<file path="config.mk">
export PLATFORM = sky130hd
export DESIGN_NAME = data_sync_tx_arbiter
export DESIGN_NICKNAME = d
export VERILOG_FILES = /design/src/rtl/data_sync_tx_arbiter_pkg.sv /design/src/rtl/data_sync_tx_arbiter_rr_arbiter.sv /design/src/rtl/data_sync_tx_arbiter.sv
export SDC_FILE = /design/constraint.sdc
export NUM_CORES = 1
export LEC_CHECK = 0
export ABC_AREA = 1
export BUFFER_PORTS_ARGS = -buffer_cell sky130_fd_sc_hd__buf_4
export CAP_MARGIN = 20
export CORE_ASPECT_RATIO = 0.5
export CORE_UTILIZATION = 45
export CTS_CLUSTER_SIZE = 20
export DETAILED_ROUTE_END_ITERATION = 16
export PLACE_DENSITY = 0.81
export SYNTH_ARGS = -nofsm -noshare
export SYNTH_HDL_FRONTEND = slang
export SYNTH_SLANG_ARGS = --single-unit
export TNS_END_PERCENT = 100
</file>
<file path="constraint.sdc">
create_clock -name CLK -period 2.5 [get_ports CLK]
set_input_delay 0.5 -clock CLK [delete_from_list [all_inputs] [get_ports CLK]]
set_output_delay 0.5 -clock CLK [all_outputs]
set_load 0.005 [all_outputs]
</file>
<file path="src/rtl/data_sync_tx_arbiter_pkg.sv">
// Shared types and elaboration-time helpers for the DATA_SYNC transmit scheduler.
package data_sync_pkg;

    // Transfer phases: waiting for a request, enable held high, enable held low.
    typedef enum logic [1:0] {
        IDLE = 2'd0,
        HOLD = 2'd1,
        GAP  = 2'd2
    } tx_state_e;

    // Ceiling log2 usable in parameter expressions (clog2_f(1) = 0).
    function automatic int clog2_f(input int value);
        int result;
        result = 0;
        for (int i = 0; i < 31; i++) begin
            if ((32'sd1 <<< i) < value) begin
                result = i + 1;
            end else begin
                result = result;
            end
        end
        return result;
    endfunction

    // Requester index width; never narrower than one bit.
    function automatic int id_width_f(input int num_req);
        int w;
        w = clog2_f(num_req);
        return (w < 1) ? 1 : w;
    endfunction

    // Larger of two integers, for sizing the shared phase counter.
    function automatic int max_f(input int a, input int b);
        return (a > b) ? a : b;
    endfunction

endpackage

</file>
<file path="src/rtl/data_sync_tx_arbiter_rr_arbiter.sv">
// Round-robin arbiter: pointer register plus combinational first-set search
// starting at the pointer. The pointer moves past the winner on Advance.
module rr_arbiter
    import data_sync_pkg::*;
#(
    parameter int NUM_REQ = 4,
    parameter int ID_W    = id_width_f(NUM_REQ)
) (
    input  logic               CLK,
    input  logic               RST,
    input  logic [NUM_REQ-1:0] Req,
    input  logic               Advance,
    output logic [NUM_REQ-1:0] Grant_Onehot,
    output logic [ID_W-1:0]    Grant_Idx,
    output logic               Any
);

    logic [ID_W-1:0] ptr_r;
    logic [ID_W-1:0] ptr_nxt_s;
    logic            found_s;
    int              cand_s;
    int              win_s;

    // Search Req starting at the pointer, wrapping modulo NUM_REQ; first hit wins.
    always_comb begin
        found_s = 1'b0;
        cand_s  = 0;
        win_s   = 0;
        for (int off = 0; off < NUM_REQ; off++) begin
            cand_s = int'(ptr_r) + off;
            if (cand_s >= NUM_REQ) begin
                cand_s = cand_s - NUM_REQ;
            end else begin
                cand_s = cand_s;
            end
            if (!found_s && Req[cand_s[ID_W-1:0]]) begin
                found_s = 1'b1;
                win_s   = cand_s;
            end else begin
                found_s = found_s;
            end
        end
    end

    // Decode the winner into index / one-hot form and the pointer successor.
    always_comb begin
        Grant_Onehot = '0;
        Grant_Idx    = win_s[ID_W-1:0];
        Any          = found_s;
        if (found_s) begin
            Grant_Onehot[win_s[ID_W-1:0]] = 1'b1;
        end else begin
            Grant_Onehot = '0;
        end
        if (win_s >= NUM_REQ - 1) begin
            ptr_nxt_s = '0;
        end else begin
            ptr_nxt_s = ID_W'(win_s + 1);
        end
    end

    // Pointer register: restart at requester 0, step past each granted requester.
    always_ff @(posedge CLK) begin
        if (RST) begin
            ptr_r <= '0;
        end else if (Advance && found_s) begin
            ptr_r <= ptr_nxt_s;
        end else begin
            ptr_r <= ptr_r;
        end
    end

endmodule

</file>
<file path="src/rtl/data_sync_tx_arbiter.sv">
// Transmit-domain scheduler sharing one DATA_SYNC crossing between requesters.
// Each transfer captures one winner, raises Bus_Enable for HOLD_CYCLES and then
// keeps it low for GAP_CYCLES, so the destination sees one clean rising edge
// while Tx_Bus is stable.
module data_sync_tx_arbiter
    import data_sync_pkg::*;
#(
    parameter int  NUM_REQ     = 4,
    parameter int  BUS_WIDTH   = 8,
    parameter int  HOLD_CYCLES = 4,
    parameter int  GAP_CYCLES  = 4,
    localparam int ID_W        = id_width_f(NUM_REQ)
) (
    input  logic                         CLK,
    input  logic                         RST,
    input  logic [NUM_REQ-1:0]           Req,
    input  logic [NUM_REQ*BUS_WIDTH-1:0] Data_In,
    output logic [NUM_REQ-1:0]           Ack,
    output logic [BUS_WIDTH-1:0]         Tx_Bus,
    output logic [ID_W-1:0]              Tx_Id,
    output logic                         Bus_Enable,
    output logic                         Busy
);

    localparam int CNT_W = clog2_f(max_f(HOLD_CYCLES, GAP_CYCLES) + 1);

    tx_state_e            state_r;
    tx_state_e            state_nxt_s;
    logic [CNT_W-1:0]     cnt_r;
    logic [CNT_W-1:0]     cnt_nxt_s;

    logic [NUM_REQ-1:0]   ack_r;
    logic [BUS_WIDTH-1:0] tx_bus_r;
    logic [ID_W-1:0]      tx_id_r;
    logic                 bus_en_r;
    logic                 busy_r;

    logic [NUM_REQ-1:0]   ack_nxt_s;
    logic [BUS_WIDTH-1:0] tx_bus_nxt_s;
    logic [ID_W-1:0]      tx_id_nxt_s;
    logic                 bus_en_nxt_s;
    logic                 busy_nxt_s;

    logic                 advance_s;
    logic [NUM_REQ-1:0]   grant_onehot_s;
    logic [ID_W-1:0]      grant_idx_s;
    logic                 any_s;

    rr_arbiter #(
        .NUM_REQ (NUM_REQ),
        .ID_W    (ID_W)
    ) u_rr_arbiter (
        .CLK          (CLK),
        .RST          (RST),
        .Req          (Req),
        .Advance      (advance_s),
        .Grant_Onehot (grant_onehot_s),
        .Grant_Idx    (grant_idx_s),
        .Any          (any_s)
    );

    // Phase sequencing: IDLE waits for a request, HOLD and GAP count down to zero.
    always_comb begin
        state_nxt_s = state_r;
        cnt_nxt_s   = cnt_r;
        case (state_r)
            IDLE: begin
                if (any_s) begin
                    state_nxt_s = HOLD;
                    cnt_nxt_s   = CNT_W'(HOLD_CYCLES - 1);
                end else begin
                    state_nxt_s = IDLE;
                    cnt_nxt_s   = cnt_r;
                end
            end
            HOLD: begin
                if (cnt_r == {CNT_W{1'b0}}) begin
                    state_nxt_s = GAP;
                    cnt_nxt_s   = CNT_W'(GAP_CYCLES - 1);
                end else begin
                    state_nxt_s = HOLD;
                    cnt_nxt_s   = cnt_r - {{(CNT_W-1){1'b0}}, 1'b1};
                end
            end
            GAP: begin
                if (cnt_r == {CNT_W{1'b0}}) begin
                    state_nxt_s = IDLE;
                    cnt_nxt_s   = cnt_r;
                end else begin
                    state_nxt_s = GAP;
                    cnt_nxt_s   = cnt_r - {{(CNT_W-1){1'b0}}, 1'b1};
                end
            end
            default: begin
                state_nxt_s = IDLE;
                cnt_nxt_s   = '0;
            end
        endcase
    end

    // Next output values: capture only on an IDLE grant, enable/busy follow the next phase.
    always_comb begin
        advance_s    = (state_r == IDLE) && any_s;
        ack_nxt_s    = '0;
        tx_bus_nxt_s = tx_bus_r;
        tx_id_nxt_s  = tx_id_r;
        if (advance_s) begin
            ack_nxt_s    = grant_onehot_s;
            tx_bus_nxt_s = Data_In[int'(grant_idx_s)*BUS_WIDTH +: BUS_WIDTH];
            tx_id_nxt_s  = grant_idx_s;
        end else begin
            ack_nxt_s    = '0;
            tx_bus_nxt_s = tx_bus_r;
            tx_id_nxt_s  = tx_id_r;
        end
        bus_en_nxt_s = (state_nxt_s == HOLD);
        busy_nxt_s   = (state_nxt_s != IDLE);
    end

    // State, counter and registered outputs; reset aborts any transfer in flight.
    always_ff @(posedge CLK) begin
        if (RST) begin
            state_r  <= IDLE;
            cnt_r    <= '0;
            ack_r    <= '0;
            tx_bus_r <= '0;
            tx_id_r  <= '0;
            bus_en_r <= 1'b0;
            busy_r   <= 1'b0;
        end else begin
            state_r  <= state_nxt_s;
            cnt_r    <= cnt_nxt_s;
            ack_r    <= ack_nxt_s;
            tx_bus_r <= tx_bus_nxt_s;
            tx_id_r  <= tx_id_nxt_s;
            bus_en_r <= bus_en_nxt_s;
            busy_r   <= busy_nxt_s;
        end
    end

    assign Ack        = ack_r;
    assign Tx_Bus     = tx_bus_r;
    assign Tx_Id      = tx_id_r;
    assign Bus_Enable = bus_en_r;
    assign Busy       = busy_r;

endmodule

</file>
==> metrics.md, run 1 <==
| Metric | Value |
|---|---|
| Synth cell types | `29` |
| FMAX | `444 MHz` |
| Relative slew slack | `70.5%` |
| Layout cells sized above 1 | `29.0%` |
| Final nets | `353` |
| Synthesis Warnings | `0` |
| Lkg Pwr | `1.14 nW` |
| H-Tree Depth | `1` |
| Detail Route Antenna Nets | `0` |
| First-pass GRT wire length | `6130 um` |
| Max IR drop VDD | `0.430 mV` |
| Pre-antenna DRT Iters | `4` |
| Clock buffer count from CTS | `3` |
| Vias in the first global route | `1440` |
| Crit path required time | `2.66 ns` |
| Syn_area_per_cell | `6.61 um2` |
| Num Clock Sinks | `23` |
| Skew final | `0.00160 ns` |
| Die area | `3900 um2` |
| Final core occ | `62.1%` |
| Port bufs | `53` |
| Vias per std cell | `4.78` |
| Clock power share | `9.0%` |
| Grt peak-use layer | `met2` |
| Root buf cell | `clkbuf_8` |
| Worst Reg-to-Reg Cells | `15` |
| Total detailed-routing wirelength | `3870 um` |
| Final Critical Period | `2.25 ns` |
| DR WL/cell | `10.9 um` |
| Seq pwr share | `22.6%` |
| Worst r2r src | `u_rr_arbiter.ptr_r[0]$_SDFFE_PP0P_` |
| Worst skew pair latency | `0.26 ns` |
| ANT cells | `0` |
| Total GRT Usage | `20.2%` |
| Die X-Extent | `87.4 um` |
| Max Buffers Root-to-Sink | `2` |
| Worst Tran Pin Value | `0.442 ns` |
| Hold Crit Class | `in -> reg` |
| Critical path class | `reg -> reg` |
| Filler cell count | `346` |
| Minimum setup slack among reg-to-reg paths | `0.25 ns` |
| Met3 Track Usage GR | `4.29%` |
| Hpwl dp | `2970 um` |
| Logic pwr share | `68.3%` |
| Die Y | `44.7 um` |
| Final Setup Violations | `0` |
| Clk slew on worst S/H paths | `0.08 ns` |
| Final hold viol count | `0` |
| Worst hold start | `RST` |
| # DRC | `0` |
| Largest cells by area after synthesis | `dfxtp_1 (28%), nand2_1 (17%), ha_1 (8.4%)` |
| Largest net degree at the start of global routing | `25` |
| GR Util met2 | `34.8%` |
| IO Count | `54` |
| Int Power | `0.00131 W` |
| Synth top area share | `28.1%` |
| Hold Path End | `u_rr_arbiter.ptr_r[0]$_SDFFE_PP0P_` |
| Leading area contributor after synthesis | `dfxtp_1` |
| Area growth syn-to-layout | `30.8%` |
| Initial antenna violation count | `0` |
| Sw Ratio | `49.2%` |
| Max Slew Vio Count | `0` |
| Hold-fix buffers, CTS | `0` |
| Mapped Cells | `248` |
| Psw | `0.00127 W` |
| Vias | `1691` |
| Final Hold Slack | `0.442 ns` |
| Final period util | `90.1%` |
| Met1 usage | `26.8%` |
| Status | `finished clean` |
| Routability cong. | `0.847` |
| Startpoint Class | `register` |
| WHS Path Cells | `2` |
| Initial Util | `47.5%` |
| Register area share after synthesis | `28.1%` |
| CTS tree | `yes` |
| WP data arrival | `2.41 ns` |
| Iteration-0 DRC Markers | `56` |
| Overflow after GRT | `0` |
| FF-to-FF End | `u_rr_arbiter.ptr_r[0]$_SDFFE_PP0P_` |
| Critical-path maximum fanout | `10` |
| Post-synthesis cell area | `1640 um2` |
| Critical path endpoint category | `register` |
| Core Region | `3450 um2` |
| Core Rows | `15` |
| Syn Nets | `297` |
| Pwr dens | `1210 nW/um2` |
| Flops & latches, synth | `23` |
| Max-Cap Viols | `0` |
layer usage:
layer / part of all wire (%) / up-vias
met2: 47 / 45
met1: 47 / 754
li1: - / 890
met5: 0 / -
met4: 0.59 / 0
met3: 5.2 / 2
worst max path at each step:
| stage | endpoint | from |
|---|---|---|
| finish | u_rr_arbiter.ptr_r[0]$_SDFFE_PP0P_ | u_rr_arbiter.ptr_r[0]$_SDFFE_PP0P_ |
| floorplan | u_rr_arbiter.ptr_r[1]$_SDFFE_PP0P_ | u_rr_arbiter.ptr_r[0]$_SDFFE_PP0P_ |
| global route | u_rr_arbiter.ptr_r[0]$_SDFFE_PP0P_ | u_rr_arbiter.ptr_r[1]$_SDFFE_PP0P_ |
| detailed placement | u_rr_arbiter.ptr_r[1]$_SDFFE_PP0P_ | u_rr_arbiter.ptr_r[0]$_SDFFE_PP0P_ |
| global placement | u_rr_arbiter.ptr_r[1]$_SDFFE_PP0P_ | u_rr_arbiter.ptr_r[0]$_SDFFE_PP0P_ |
| CTS | u_rr_arbiter.ptr_r[1]$_SDFFE_PP0P_ | u_rr_arbiter.ptr_r[0]$_SDFFE_PP0P_ |
cell usage after synthesis:
library cell and n:
a21oi_1 20, a31oi_1 1, buf_2 1, buf_4 1
buf_6 3, clkbuf_1 1, dfxtp_1 23, ha_1 11
inv_1 29, inv_2 2, inv_4 1, inv_6 1
nand2_1 73, nand2_2 6, nand2_4 2, nand3_1 17
nand3_2 4, nand3b_4 1, nor2_1 24, nor2_2 2
nor2_4 3, nor2_8 1, nor3_1 1, nor3b_1 1
o2111ai_1 1, o21ai_0 12, o21ai_1 4, o31ai_1 1
xor2_1 1
worst max-delay path, cell delays in order, from the launching register on:
cell and delay [ns]:
dfxtp_2 0.37, inv_6 0.07, ha_4 0.25, inv_1 0.09
nand3_1 0.08, nand2_1 0.14, nand3_2 0.11, nor2_1 0.18
nor2_4 0.08, inv_2 0.12, ha_1 0.21, a21oi_2 0.05
nor3b_1 0.19, a21oi_1 0.07, nand2_1 0.07, a21oi_1 0.06
cell type report:
| type | instances | area [um2] | area share [%] |
|---|---|---|---|
| Clock buffer | 3 | 41.3 | 1.93 |
| Clock inverter | 1 | 5.00 | 0.233 |
| Inverter | 33 | 131 | 6.13 |
| Multi-Input combinational cell | 186 | 1010 | 47.3 |
| Sequential cell | 23 | 462 | 21.5 |
| Tap cell | 51 | 63.8 | 2.98 |
| Timing Repair Buffer | 57 | 428 | 20.0 |
cells in the final DEF, fill, tap and decap left out:
master,Yosys,final
a21oi_1,20,19
a21oi_2,0,1
a31oi_1,1,1
buf_4,1,57
clkbuf_8,0,3
clkinv_2,0,1
dfxtp_1,23,22
dfxtp_2,0,1
ha_1,11,10
ha_4,0,1
inv_1,29,28
inv_2,2,3
inv_4,1,1
inv_6,1,1
nand2_1,73,73
nand2_2,6,6
nand2_4,2,2
nand3_1,17,17
nand3_2,4,4
nand3b_4,1,1
nor2_1,24,24
nor2_2,2,2
nor2_4,3,3
nor2_8,1,1
nor3_1,1,1
nor3b_1,1,1
o2111ai_1,1,1
o21ai_0,12,12
o21ai_1,4,4
o31ai_1,1,1
xor2_1,1,1
power groups by stage:
stage | Sequential [W] | Combinational [W] | Clock (W)
global route | 0.000603 | 0.00201 | 0.000252
CTS | 0.000585 | 0.00172 | 0.000241
floorplan | 0.000600 | 0.00128 | 0
detailed placement | 0.000594 | 0.00172 | 0
global placement | 0.000590 | 0.00169 | 0
finish | 0.000586 | 0.00177 | 0.000234
logic make-up (layout without fill, tap and decap cells):
kind of cell	after synthesis	count (layout)	share of synthesized area, %
AO/OA/AOI/OAI	39	39	12.4
XOR/XNOR	1	1	0.534
adder cells (fa/ha/maj)	11	11	8.40
buffers and inverters	39	94	11.1
flip-flops	23	23	28.1
AND/OR/NAND/NOR	135	135	39.5
timing repair:
action                                  CTS  global route
endpoints found under the setup margin    0             5
buffers inserted                          0             1
gates resized for setup                   0             4
sequential cells by signal (all words and copies together), names as in the netlist:
signal,count
Ack,4
Bus_Enable,1
Busy,1
Tx_Bus,8
Tx_Id,2
cnt_r,3
state_r,2
u_rr_arbiter.ptr_r,2
through the flow:
stage          instance area, um2  instances  total power [W]  worst slack [ns]   TNS, ns
2_1_floorplan                1640        248          0.00188             0.160         0
3_3_place_gp                 2070        349          0.00228             0.209         0
3_5_place_dp                 2070        349          0.00231            0.0687         0
4_1_cts                      2120        353          0.00255            0.0387         0
5_1_grt                      2140        354          0.00286          -0.00634  -0.00634
6_report                     2140        354          0.00259             0.248         0
Power figures use the tool's default switching activity.
==> inputs of run 2 (changes only) <==
--- a/config.mk
+++ b/config.mk
@@ -10,7 +10,6 @@
 export CAP_MARGIN = 20
 export CORE_ASPECT_RATIO = 0.5
 export CORE_UTILIZATION = 45
-export CTS_CLUSTER_SIZE = 20
 export DETAILED_ROUTE_END_ITERATION = 16
 export PLACE_DENSITY = 0.81
 export SYNTH_ARGS = -nofsm -noshare
==> constraint.sdc (replaced) <==
create_clock -name CLK -period 2.5 [get_ports CLK]
set_input_delay 0.125 -clock CLK [delete_from_list [all_inputs] [get_ports CLK]]
set_output_delay 0.125 -clock CLK [all_outputs]
set_load 0.005 [all_outputs]
==> metrics.md, run 2 (synthesis results as in run 1) <==
| Metric | Value |
|---|---|
| Initial Util | `47.5%` |
| Final Critical Period | `2.31 ns` |
| Die Y | `44.7 um` |
| Total GRT Usage | `21.5%` |
| Worst skew pair latency | `0.27 ns` |
| Layout cells sized above 1 | `29.7%` |
| Skew final | `0.00136 ns` |
| Critical-path maximum fanout | `10` |
| Seq pwr share | `22.3%` |
| Area growth syn-to-layout | `31.4%` |
| Place WS | `0.0390 ns` |
| Vias in the first global route | `1567` |
| Pre-antenna DRT Iters | `4` |
| Relative slew slack | `71.3%` |
| Most common cell after layout, fill and taps aside | `nand2_1` |
| Initial antenna violation count | `0` |
| Critical path class | `reg -> reg` |
| Commonest non-fill, non-tap cells in the layout | `nand2_1 (73), buf_4 (57), inv_1 (28), nor2_1 (24), dfxtp_1 (22)` |
| Port bufs | `53` |
| IO Count | `54` |
| Core Rows | `15` |
| Root buf cell | `clkbuf_8` |
| Hold-fix buffers, CTS | `0` |
| Die X-Extent | `87.4 um` |
| Num Clock Sinks | `23` |
| # DRC | `0` |
| Total detailed-routing wirelength | `3990 um` |
| Vias per std cell | `4.84` |
| Inst Count DP | `349` |
| Max IR drop VDD | `0.456 mV` |
| Worst r2r src | `u_rr_arbiter.ptr_r[0]$_SDFFE_PP0P_` |
| Finished Layout Cells | `354` |
| Critical path endpoint category | `register` |
| Die area | `3900 um2` |
| H-Tree Depth | `1` |
| Final nets | `353` |
| First-pass GRT wire length | `6620 um` |
| Status | `finished clean` |
| Max Slew Vio Count | `0` |
| Routability cong. | `0.822` |
| Largest net degree at the start of global routing | `25` |
| Clock buffer count from CTS | `3` |
| Crit path required time | `2.67 ns` |
| Worst hold start | `RST` |
| Iteration-0 DRC Markers | `61` |
| Clock power share | `9.1%` |
| Post-route setup slack | `0.190 ns` |
| Core Region | `3450 um2` |
| WP data arrival | `2.48 ns` |
| Startpoint Class | `register` |
| Hold Crit Class | `in -> reg` |
| Int Power | `0.00132 W` |
| RSZ-0062 raised after global routing | `false` |
| ANT cells | `0` |
| Final Setup Violations | `0` |
| Final period util | `92.4%` |
| CTS tree | `yes` |
| DR WL/cell | `11.3 um` |
| Logic pwr share | `68.6%` |
| Largest register FFs | `8` |
| Lkg Pwr | `1.14 nW` |
| Psw | `0.00130 W` |
| Sw Ratio | `49.7%` |
| Max-Cap Viols | `0` |
| Worst setup path startpoint | `u_rr_arbiter.ptr_r[0]$_SDFFE_PP0P_` |
| Detail Route Antenna Nets | `0` |
| Overflow after GRT | `0` |
| Final Hold Slack | `0.0613 ns` |
| FMAX | `433 MHz` |
| Vias | `1715` |
| Worst Tran Pin Value | `0.430 ns` |
| Clk slew on worst S/H paths | `0.09 ns` |
| Max Buffers Root-to-Sink | `2` |
| Final hold viol count | `0` |
| Pwr dens | `1220 nW/um2` |
| Hpwl dp | `3040 um` |
| Setup TNS | `0 ns` |
## run 2: per-stage QoR
stage	total power, W	util [%]	instance area [um2]
2_1_floorplan	0.00188	-	1640
3_3_place_gp	0.00228	60.0	2070
3_5_place_dp	0.00231	60.0	2070
4_1_cts	0.00258	61.8	2130
5_1_grt	0.00290	62.4	2150
6_report	0.00262	62.4	2150
## run 2: path summary, 6_finish.rpt
check                                        to  depth (start not counted)  slack (ns)
min                       cnt_r[2]$_SDFFE_PP0P_                          2        0.06
min reg2reg               cnt_r[2]$_SDFFE_PP0P_                          2        0.50
max          u_rr_arbiter.ptr_r[1]$_SDFFE_PP0P_                         15        0.19
max reg2reg  u_rr_arbiter.ptr_r[1]$_SDFFE_PP0P_                         15        0.19
## run 2: cell type report
class                      instances  area [um2]
inverter                          33         131
clock buffer                       3        41.3
timing repair buffer              57         428
clock inverter                     1        5.00
sequential                        23         462
multi-input combinational        186        1020
tap                               51        63.8
fill                             352        1300
## run 2: power groups by stage
stage | sequential [W] | combinational [W] | clock [W]
after CTS | 0.000585 | 0.00175 | 0.000244
after floorplan | 0.000600 | 0.00128 | 0
after global routing | 0.000601 | 0.00204 | 0.000256
after detailed placement | 0.000593 | 0.00172 | 0
after global placement | 0.000590 | 0.00169 | 0
final | 0.000585 | 0.00180 | 0.000238
## run 2: critical path, stage by stage, from the launching register on
cell	delay, ns
dfxtp_2	0.37
inv_6	0.07
ha_4	0.25
inv_1	0.09
nand3_1	0.08
nand2_1	0.13
nand3_2	0.13
nor2_1	0.19
nor2_4	0.07
inv_2	0.12
ha_1	0.21
a21oi_2	0.05
nor3b_2	0.25
a21oi_2	0.07
nand2_1	0.08
a21oi_1	0.06
## run 2: per-layer routing
metal  track usage, %  part of all wire, %
met2             38.4                   46
met4             4.26                 0.60
met3             5.60                  7.0
met5                0                    0
met1             26.8                   46
## run 2: timing repair
| item | 4_1_cts | 5_1_grt |
|---|---|---|
| cloned | 0 | 0 |
| buffers inserted | 1 | 0 |
| pin swaps | 1 | 0 |
| gates resized for setup | 2 | 4 |
| endpoints found under the setup margin | 2 | 3 |
==> inputs of run 3 (changes only) <==
==> constraint.sdc (replaced) <==
create_clock -name CLK -period 1.9 [get_ports CLK]
set_input_delay 0.095 -clock CLK [delete_from_list [all_inputs] [get_ports CLK]]
set_output_delay 0.095 -clock CLK [all_outputs]
set_load 0.005 [all_outputs]
==> metrics.md, run 3 (synthesis results as in run 1) <==
| Metric | Value |
|---|---|
| Final period util | `109%` |
| Skew final | `0.00672 ns` |
| Area growth syn-to-layout | `56.0%` |
| Hold Crit Class | `in -> reg` |
| Max-Cap Viols | `0` |
| Post-route setup slack | `-0.166 ns` |
| Worst r2r src | `u_rr_arbiter.ptr_r[0]$_SDFFE_PP0P_` |
| Pwr dens | `1820 nW/um2` |
| Most common cell after layout, fill and taps aside | `buf_4` |
| Status | `complete, but fails checks` |
| Largest net degree at the start of global routing | `21` |
| Worst skew pair latency | `0.28 ns` |
| RSZ-0062 raised after global routing | `true` |
| Clk slew on worst S/H paths | `0.09 ns` |
| Crit path to | `u_rr_arbiter.ptr_r[1]$_SDFFE_PP0P_` |
| Commonest non-fill, non-tap cells in the layout | `buf_4 (77), nand2_1 (66), inv_1 (26), nor2_1 (22), dfxtp_1 (21)` |
| Final Power | `0.00465 W` |
| Crit-path cells | `inv_8 -> ha_4 -> inv_4 -> nand3_4 -> nand2_4 -> a21oi_2 -> nand2_2 -> nand2_2 -> nor2_4 -> ha_4 -> a21oi_2 -> nor3b_2 -> a21oi_2 -> nand2_1 -> a21oi_2` |
| Minimum setup slack among reg-to-reg paths | `-0.17 ns` |
| Initial antenna violation count | `0` |
| Post-route cell area | `2560 um2` |
| Total GRT Usage | `23.6%` |
| Hpwl dp | `3240 um` |
| Largest stage delay on the critical path | `0.39 ns` |
| Vias per std cell | `4.87` |
| Seq pwr share | `16.9%` |
| Clock power share | `7.1%` |
| Vias in the first global route | `1624` |
| Root buf cell | `clkbuf_8` |
| Final Critical Period | `2.07 ns` |
| Startpoint Class | `register` |
| IO Count | `54` |
| Initial Util | `47.5%` |
| Max Buffers Root-to-Sink | `2` |
| WP data arrival | `2.27 ns` |
| FF-to-FF End | `u_rr_arbiter.ptr_r[1]$_SDFFE_PP0P_` |
| WHS Path Cells | `2` |
| Critical-path maximum fanout | `4` |
| Hold-fix buffers, CTS | `0` |
| Detail Route Antenna Nets | `0` |
| ANT cells | `0` |
| Critical Path Most Common Cell | `a21oi_2` |
| Worst Tran Pin Value | `0.516 ns` |
| Largest register FFs | `8` |
| # DRC | `0` |
| Worst setup path startpoint | `u_rr_arbiter.ptr_r[0]$_SDFFE_PP0P_` |
| Crit path required time | `2.10 ns` |
| Core Region | `3450 um2` |
| Final hold viol count | `0` |
| H-Tree Depth | `1` |
| Relative slew slack | `65.4%` |
| Num Clock Sinks | `23` |
| Max IR drop VDD | `0.960 mV` |
| Failing checks | `setup timing` |
| Final Setup Violations | `12` |
| Final nets | `380` |
| Critical path class | `reg -> reg` |
| CP max-delay cell | `dfxtp_4` |
| Logic pwr share | `76.0%` |
| Sw Ratio | `46.9%` |
| Total detailed-routing wirelength | `4710 um` |
| Routability cong. | `0.806` |
| First-pass GRT wire length | `7110 um` |
| Worst Reg-to-Reg Cells | `15` |
| DR WL/cell | `12.4 um` |
| Layout cells sized above 1 | `42.4%` |
| CTS tree | `yes` |
| Die area | `3900 um2` |
| Port bufs | `53` |
| Die X-Extent | `87.4 um` |
| Overflow after GRT | `0` |
| DP Area | `2260 um2` |
| Pre-antenna DRT Iters | `4` |
| Iteration-0 DRC Markers | `48` |
| Clock buffer count from CTS | `3` |
| Critical path endpoint category | `register` |
| Max Slew Vio Count | `0` |
| Core Rows | `15` |
| FMAX | `484 MHz` |
| Vias | `1857` |
| Die Y | `44.7 um` |
| Psw | `0.00218 W` |
| Lkg Pwr | `1.31 nW` |
| Int Power | `0.00247 W` |
-- run 3: worst max-delay path, delay by kind of cell (launching register included) --
kind / cells / cell delay, ns
AND/OR/NAND/NOR: 7 / 0.52
AO/OA/AOI/OAI: 4 / 0.52
adder cells (fa/ha/maj): 2 / 0.46
flip-flops: 1 / 0.39
buffers and inverters: 2 / 0.09
-- run 3: per-layer routing --
| metal | track usage, % | wire length (um) |
|---|---|---|
| met2 | 41.9 | 2260 |
| met5 | 0 | 0 |
| met4 | 5.90 | 42 |
| met1 | 30.8 | 2210 |
| met3 | 3.54 | 203 |
-- run 3: area by class of cell --
cell class	instances	area (um2)
Tap cell	51	63.8
Clock inverter	1	7.51
Inverter	33	136
Fill cell	271	897
Sequential cell	23	465
Clock buffer	3	41.3
Timing Repair Buffer	84	679
Multi-Input combinational cell	186	1160
-- run 3: timing repair --
action,4_1_cts,5_1_grt
endpoints found under the hold margin,0,0
pin swaps,8,14
setup endpoints to repair,15,18
setup buffers,4,4
gates resized for setup,15,26
cloned,1,2
-- run 3: stage by stage --
stage          TNS [ns]  utilization (%)  setup slack (ns)  instances  hold slack [ns]
4_1_cts          -0.341             69.7           -0.0973        375           0.0179
6_report         -0.821             74.0            -0.166        381           0.0230
3_5_place_dp     -0.906             65.5            -0.136        366            0.309
2_1_floorplan    -0.434                -            -0.218        248            0.157
5_1_grt           -2.16             74.0            -0.224        381           0.0191
3_3_place_gp     -0.334             65.5           -0.0722        366            0.306
-- run 3: power groups by stage --
| stage | Combinational [W] | Clock (W) | Sequential, W |
|---|---|---|---|
| finish | 0.00353 | 0.000328 | 0.000787 |
| global route | 0.00385 | 0.000347 | 0.000808 |
| CTS | 0.00304 | 0.000327 | 0.000783 |
| detailed placement | 0.00276 | 0 | 0.000791 |
| global placement | 0.00271 | 0 | 0.000785 |
| floorplan | 0.00179 | 0 | 0.000793 |
-- run 3: worst min-delay path by stage --
stage | from | endpoint | slack (ns)
2_1_floorplan | RST | u_rr_arbiter.ptr_r[0]$_SDFFE_PP0P_ | 0.16
3_3_place_gp | RST | u_rr_arbiter.ptr_r[0]$_SDFFE_PP0P_ | 0.31
3_5_place_dp | RST | u_rr_arbiter.ptr_r[0]$_SDFFE_PP0P_ | 0.31
4_1_cts | RST | u_rr_arbiter.ptr_r[0]$_SDFFE_PP0P_ | 0.02
5_1_grt | RST | u_rr_arbiter.ptr_r[0]$_SDFFE_PP0P_ | 0.02
6_report | RST | u_rr_arbiter.ptr_r[0]$_SDFFE_PP0P_ | 0.02
